==> src/rtl/text_line_ctrl.sv <==
// Draws a latched string of glyph codes through the letter renderer, one
// glyph at a time, advancing the cursor with line wrap and bottom clipping.
module text_line_ctrl #(
  parameter int MAX_CHARS  = 16,
  parameter int LEN_W      = 5,
  parameter int CHAR_PITCH = 12,
  parameter int LINE_PITCH = 16,
  parameter int SCREEN_W   = 160,
  parameter int SCREEN_H   = 120
) (
  input  logic                   clk,
  input  logic                   rst,
  input  logic                   start,
  input  logic [8*MAX_CHARS-1:0] text,
  input  logic [LEN_W-1:0]       len,
  input  logic [7:0]             x0,
  input  logic [6:0]             y0,
  input  logic [2:0]             colour,
  output logic                   done,
  output logic                   busy,
  output logic                   clipped,
  output logic [7:0]             char_code,
  output logic                   lt_start,
  output logic [7:0]             lt_x,
  output logic [6:0]             lt_y,
  output logic [2:0]             lt_colour,
  input  logic                   lt_done
);
  localparam logic [2:0] IDLE    = 3'd0;
  localparam logic [2:0] LOAD    = 3'd1;
  localparam logic [2:0] ISSUE   = 3'd2;
  localparam logic [2:0] WAIT    = 3'd3;
  localparam logic [2:0] GAP     = 3'd4;
  localparam logic [2:0] ADVANCE = 3'd5;
  localparam logic [2:0] FINISH  = 3'd6;
  localparam int GLYPH_H = 16;

  logic [2:0]             state;
  logic [8*MAX_CHARS-1:0] text_q;
  logic [LEN_W-1:0]       len_q, idx, len_cl;
  logic [7:0]             x0_q, cur_x, cur_char;
  logic [6:0]             cur_y;
  logic [2:0]             col_q;
  logic [8:0]             nx, ny_bot;
  logic [7:0]             ny;
  logic                   last;

  assign len_cl   = (len > LEN_W'(MAX_CHARS)) ? LEN_W'(MAX_CHARS) : len;
  assign cur_char = text_q[8*idx +: 8];
  assign last     = (idx == len_q - LEN_W'(1));
  // Right edge test looks one glyph ahead: the next glyph must end on-screen.
  assign nx       = {1'b0, cur_x} + 9'(2*CHAR_PITCH);
  assign ny       = {1'b0, cur_y} + 8'(LINE_PITCH);
  assign ny_bot   = {1'b0, ny} + 9'(GLYPH_H);

  assign done = (state == FINISH);
  assign busy = (state != IDLE) && (state != FINISH);

  always_ff @(posedge clk) begin
    if (rst) begin
      state     <= IDLE;
      clipped   <= 1'b0;
      lt_start  <= 1'b0;
      char_code <= '0;
      lt_x      <= '0;
      lt_y      <= '0;
      lt_colour <= '0;
      idx       <= '0;
      cur_x     <= '0;
      cur_y     <= '0;
      text_q    <= '0;
      len_q     <= '0;
      x0_q      <= '0;
      col_q     <= '0;
    end else begin
      case (state)
        IDLE: if (start) begin
          text_q  <= text;
          len_q   <= len_cl;
          x0_q    <= x0;
          col_q   <= colour;
          cur_x   <= x0;
          cur_y   <= y0;
          idx     <= '0;
          clipped <= 1'b0;
          state   <= (len == '0) ? FINISH : LOAD;
        end
        LOAD: begin
          char_code <= cur_char;
          lt_x      <= cur_x;
          lt_y      <= cur_y;
          lt_colour <= col_q;
          state     <= (cur_char == 8'h20) ? ADVANCE : ISSUE;
        end
        ISSUE: begin
          lt_start <= 1'b1;
          state    <= WAIT;
        end
        WAIT: if (lt_done) begin
          lt_start <= 1'b0;
          state    <= GAP;
        end
        GAP: state <= ADVANCE;
        ADVANCE: begin
          if (last) begin
            state <= FINISH;
          end else begin
            idx <= idx + LEN_W'(1);
            if (nx <= 9'(SCREEN_W)) begin
              cur_x <= cur_x + 8'(CHAR_PITCH);
              state <= LOAD;
            end else begin
              cur_x <= x0_q;
              cur_y <= ny[6:0];
              if (ny_bot > 9'(SCREEN_H)) begin
                clipped <= 1'b1;
                state   <= FINISH;
              end else begin
                state <= LOAD;
              end
            end
          end
        end
        FINISH: if (!start) state <= IDLE;
        default: state <= IDLE;
      endcase
    end
  end
endmodule

==> config.mk <==
export PLATFORM = sky130hd
export DESIGN_NAME = text_line_ctrl
export DESIGN_NICKNAME = d
export VERILOG_FILES = /design/src/rtl/text_line_ctrl.sv
export SDC_FILE = /design/constraint.sdc
export NUM_CORES = 1
export LEC_CHECK = 0
export CORE_MARGIN = 5
export CORE_UTILIZATION = 35
export CTS_CLUSTER_SIZE = 8
export DETAILED_ROUTE_END_ITERATION = 16
export SYNTH_ARGS = -nofsm -noshare
export SYNTH_HDL_FRONTEND = slang
export SYNTH_SLANG_ARGS = --single-unit
==> constraint.sdc <==
create_clock -name clk -period 2.4 [get_ports clk]
set_input_delay 0.36 -clock clk [delete_from_list [all_inputs] [get_ports clk]]
set_output_delay 0.36 -clock clk [all_outputs]
set_load 0.1 [all_outputs]
==> results.py <==
metrics = {
    "outcome": {
        "status": "finished, final reports clean",
    },
    "die": {
        "fp-row-count": 57,
        "die_y_um": 168,
        "pin_count": 185,
        "core_sq_um": 24400,
        "die_x_um": 168,
        "die_area_sq_um": 28100,
        "start_util_pct": 35.7,
    },
    "cts": {
        "cts_tree": "built",
        "cts_buffers": 17,
        "hold_buffers": 0,
        "cts_max_level": 4,
        "clk_pin_slew_ns": 0.07,
        "clock-sinks": 195,
        "worstSkewPairLatency_ns": 0.44,
        "root_buffer": "clkbuf_16",
        "cts_buffer_depth": 2,
        "post_cts_resized": 0,
        "postCtsSetupRepairBufs": 0,
    },
    "routing": {
        "wire_per_inst_um": 16.3,
        "firstDrtPassIters": 5,
        "drc": 0,
        "drtIter0Drc": 575,
        "routed_via_density": 4.95,
        "dr_total_vias": 7721,
        "drt_wl_total_um": 25400,
        "ant_nets": 0,
    },
    "logic_synthesis": {
        "syn_area_per_cell_sq_um": 8.12,
        "ys.flop_type": "dfxtp_1",
        "synth-seq-cells": 195,
        "syn_inst": 1071,
        "synth-edff-count": 0,
        "synth.distinct_cells": 69,
        "async_flop_share_pct": 0,
        "synth_warnings": 0,
        "yosysSeqAreaShare_pct": 44.9,
        "synth_area_sq_um": 8700,
        "syn_nets": 1236,
    },
    "sta": {
        "slew_headroom_pct": 54.2,
        "tightestPinTransition_ns": 0.686,
        "hold_violations": 0,
        "period_share_pct": 92.5,
        "skew_ns": 0.0172,
        "slew_violations": 0,
        "fin_setup_tns_ns": 0,
        "rsz0062_at_grt": "false",
        "fmax_mhz": 450,
        "finalCriticalPeriod_ns": 2.22,
        "finalSetupViolations": 0,
    },
    "power": {
        "p_int_mw": 7.26,
        "p_leak_nw": 4.10,
        "power_frac_clock_pct": 23.3,
        "pwr-share-comb_pct": 40.0,
        "power_per_cell_area_nw_per_um2": 1070,
        "sequentialPowerShare_pct": 36.8,
        "switchingPower_mw": 4.99,
        "p_total_mw": 12.2,
        "ir_drop_mv": 0.483,
        "switching_share_pct": 40.8,
    },
    "layout": {
        "num-nets-final": 1388,
        "fill_cells": 2471,
        "multiInputGateArea_sq_um": 4410,
        "layout_common_cells": "nand2_1 (360), dfxtp_1 (193), a21oi_1 (179)",
        "syn2layout_area_growth_pct": 31.9,
        "layout-drive-gt1-share_pct": 11.1,
        "seq_area_sq_um": 3910,
        "final_common_cell": "nand2_1",
    },
    "worst_setup_path": {
        "slowest_stage": "or4_4",
        "path_cells": "inv_1, ha_1, or4_4, o21ai_4, a21boi_4, a211o_1, nand2_1, and3_1",
        "cp.required_ns": 2.72,
        "critPathMaxFanout": 7,
        "crit_buf_inv": 1,
        "path_delay_family": "simple AND/OR/NAND/NOR gates",
        "critPathKind": "flop to flop",
        "cp-start-kind": "flop",
        "arrival_ns": 2.54,
        "endpoint_kind": "flop",
        "crit_path_max_incr_delay_ns": 0.53,
    },
    "global_route": {
        "overflow": 0,
        "first_global_vias": 7529,
        "grt_usage_pct": 17.5,
        "grt_pass1_wl_um": 39900,
        "grt_max_degree": 149,
        "antenna_found_initial": 1,
    },
    "placed_design": {
        "gp_congestion": 0.863,
        "port_buffers": 184,
        "dp_hpwl_um": 18700,
    },
    "flow_run": {
        "maxCapViolations": 0,
    },
    "worst_hold_path": {
        "hp-class": "input port to flop",
    },
}
## through the flow
step | util (%) | worst slack [ns] | hold slack, ns | area [sq um] | cells
global route | 47.1 | 0.0123 | 0.314 | 11500 | 1561
global placement | 44.6 | 0.227 | 0.439 | 10900 | 1528
CTS | 47.0 | 0.150 | 0.293 | 11500 | 1560
detailed placement | 44.6 | 0.159 | 0.444 | 10900 | 1528
finish | 47.1 | 0.180 | 0.297 | 11500 | 1561
floorplan | - | 0.234 | 0.432 | 8700 | 1071
## synthesized netlist by cell type (all sizes together) (2+ instances only)
cell	count	area share, %
inv	12	0.52
a2111oi	2	0.20
ha	10	1.4
or2	3	0.24
dfxtp	195	45
mux2i	36	4.1
nor2b	7	0.50
nand3	6	0.35
and3	5	0.36
nor3	14	0.86
nand2b	4	0.29
a211oi	8	0.75
or4	2	0.22
a221oi	2	0.20
nand2	360	16
clkbuf	58	2.8
a21oi	182	11
a311o	2	0.24
a21boi	2	0.30
o21ai	18	1.2
o211ai	3	0.26
o22a	2	0.20
o22ai	11	0.95
a22oi	7	0.60
mux4	20	5.2
nand3b	4	0.35
a31oi	4	0.36
xor2	5	0.50
xnor2	9	0.91
nor2	36	1.6
buf	22	1.4
## final timing paths
| kind | startpoint | endpoint | slack, ns | depth (start not counted) |
|---|---|---|---|---|
| setup / recovery | cur_x[3]$_SDFFE_PP0P_ | state[0]$_SDFFE_PP0P_ | 0.18 | 8 |
| hold / removal | rst | cur_x[7]$_SDFFE_PP0P_ | 0.30 | 2 |
| setup reg to reg | cur_x[3]$_SDFFE_PP0P_ | state[0]$_SDFFE_PP0P_ | 0.18 | 8 |
| hold reg to reg | col_q[1]$_SDFFE_PP0P_ | lt_colour[1]$_SDFFE_PP0N_ | 0.45 | 2 |
## layer usage
| layer | part of all wire (%) | up-vias | GRT usage, % |
|---|---|---|---|
| met5 | 0 | - | 0 |
| met4 | 1.2 | 0 | 3.85 |
| met3 | 4.7 | 16 | 3.49 |
| met2 | 47 | 179 | 29.3 |
| met1 | 47 | 3594 | 23.6 |
| li1 | - | 3932 | - |
## power by group through the flow
stage | combinational (mW) | sequential [mW] | clock [mW]
3_5_place_dp | 4.93 | 4.58 | 0
3_3_place_gp | 4.90 | 4.56 | 0
6_report | 4.89 | 4.51 | 2.85
5_1_grt | 5.39 | 4.59 | 3.04
4_1_cts | 4.95 | 4.50 | 2.90
2_1_floorplan | 2.91 | 4.99 | 0
## cells by family after synthesis
| kind of cell | count (synthesis) | synth area share [%] |
|---|---|---|
| adder cells (fa/ha/maj) | 10 | 1.44 |
| XOR/XNOR | 14 | 1.41 |
| AO/OA/AOI/OAI | 250 | 16.7 |
| buffers and inverters | 92 | 4.75 |
| multiplexers | 57 | 9.45 |
| flip-flops | 195 | 44.9 |
| AND/OR/NAND/NOR | 453 | 21.4 |
## cell type report
class | instances | share of cell area, %
Sequential cell | 195 | 34.0
Clock buffer | 19 | 3.86
Tap cell | 324 | 3.53
Clock inverter | 13 | 1.21
Antenna cell | 1 | 0.0218
Timing Repair Buffer | 213 | 18.5
Inverter | 12 | 0.392
Multi-Input combinational cell | 784 | 38.4
## worst reg2reg max path, cell delays in order (launching register included)
cell and delay [ns]:
dfxtp_1 0.43, inv_1 0.11, ha_1 0.24, or4_4 0.53
o21ai_4 0.15, a21boi_4 0.28, a211o_1 0.14, nand2_1 0.04
and3_1 0.18
## registers in the layout (all words and copies together) (netlist names)
name / flops
cur_x: 8
clipped: 1
cur_y: 7
x0_q: 8
state: 3
col_q: 3
lt_start: 1
text_q: 128
len_q: 5
char_code: 8
idx: 5
lt_colour: 3
lt_y: 7
lt_x: 8
No activity file was read; power rests on OpenSTA's default activity.
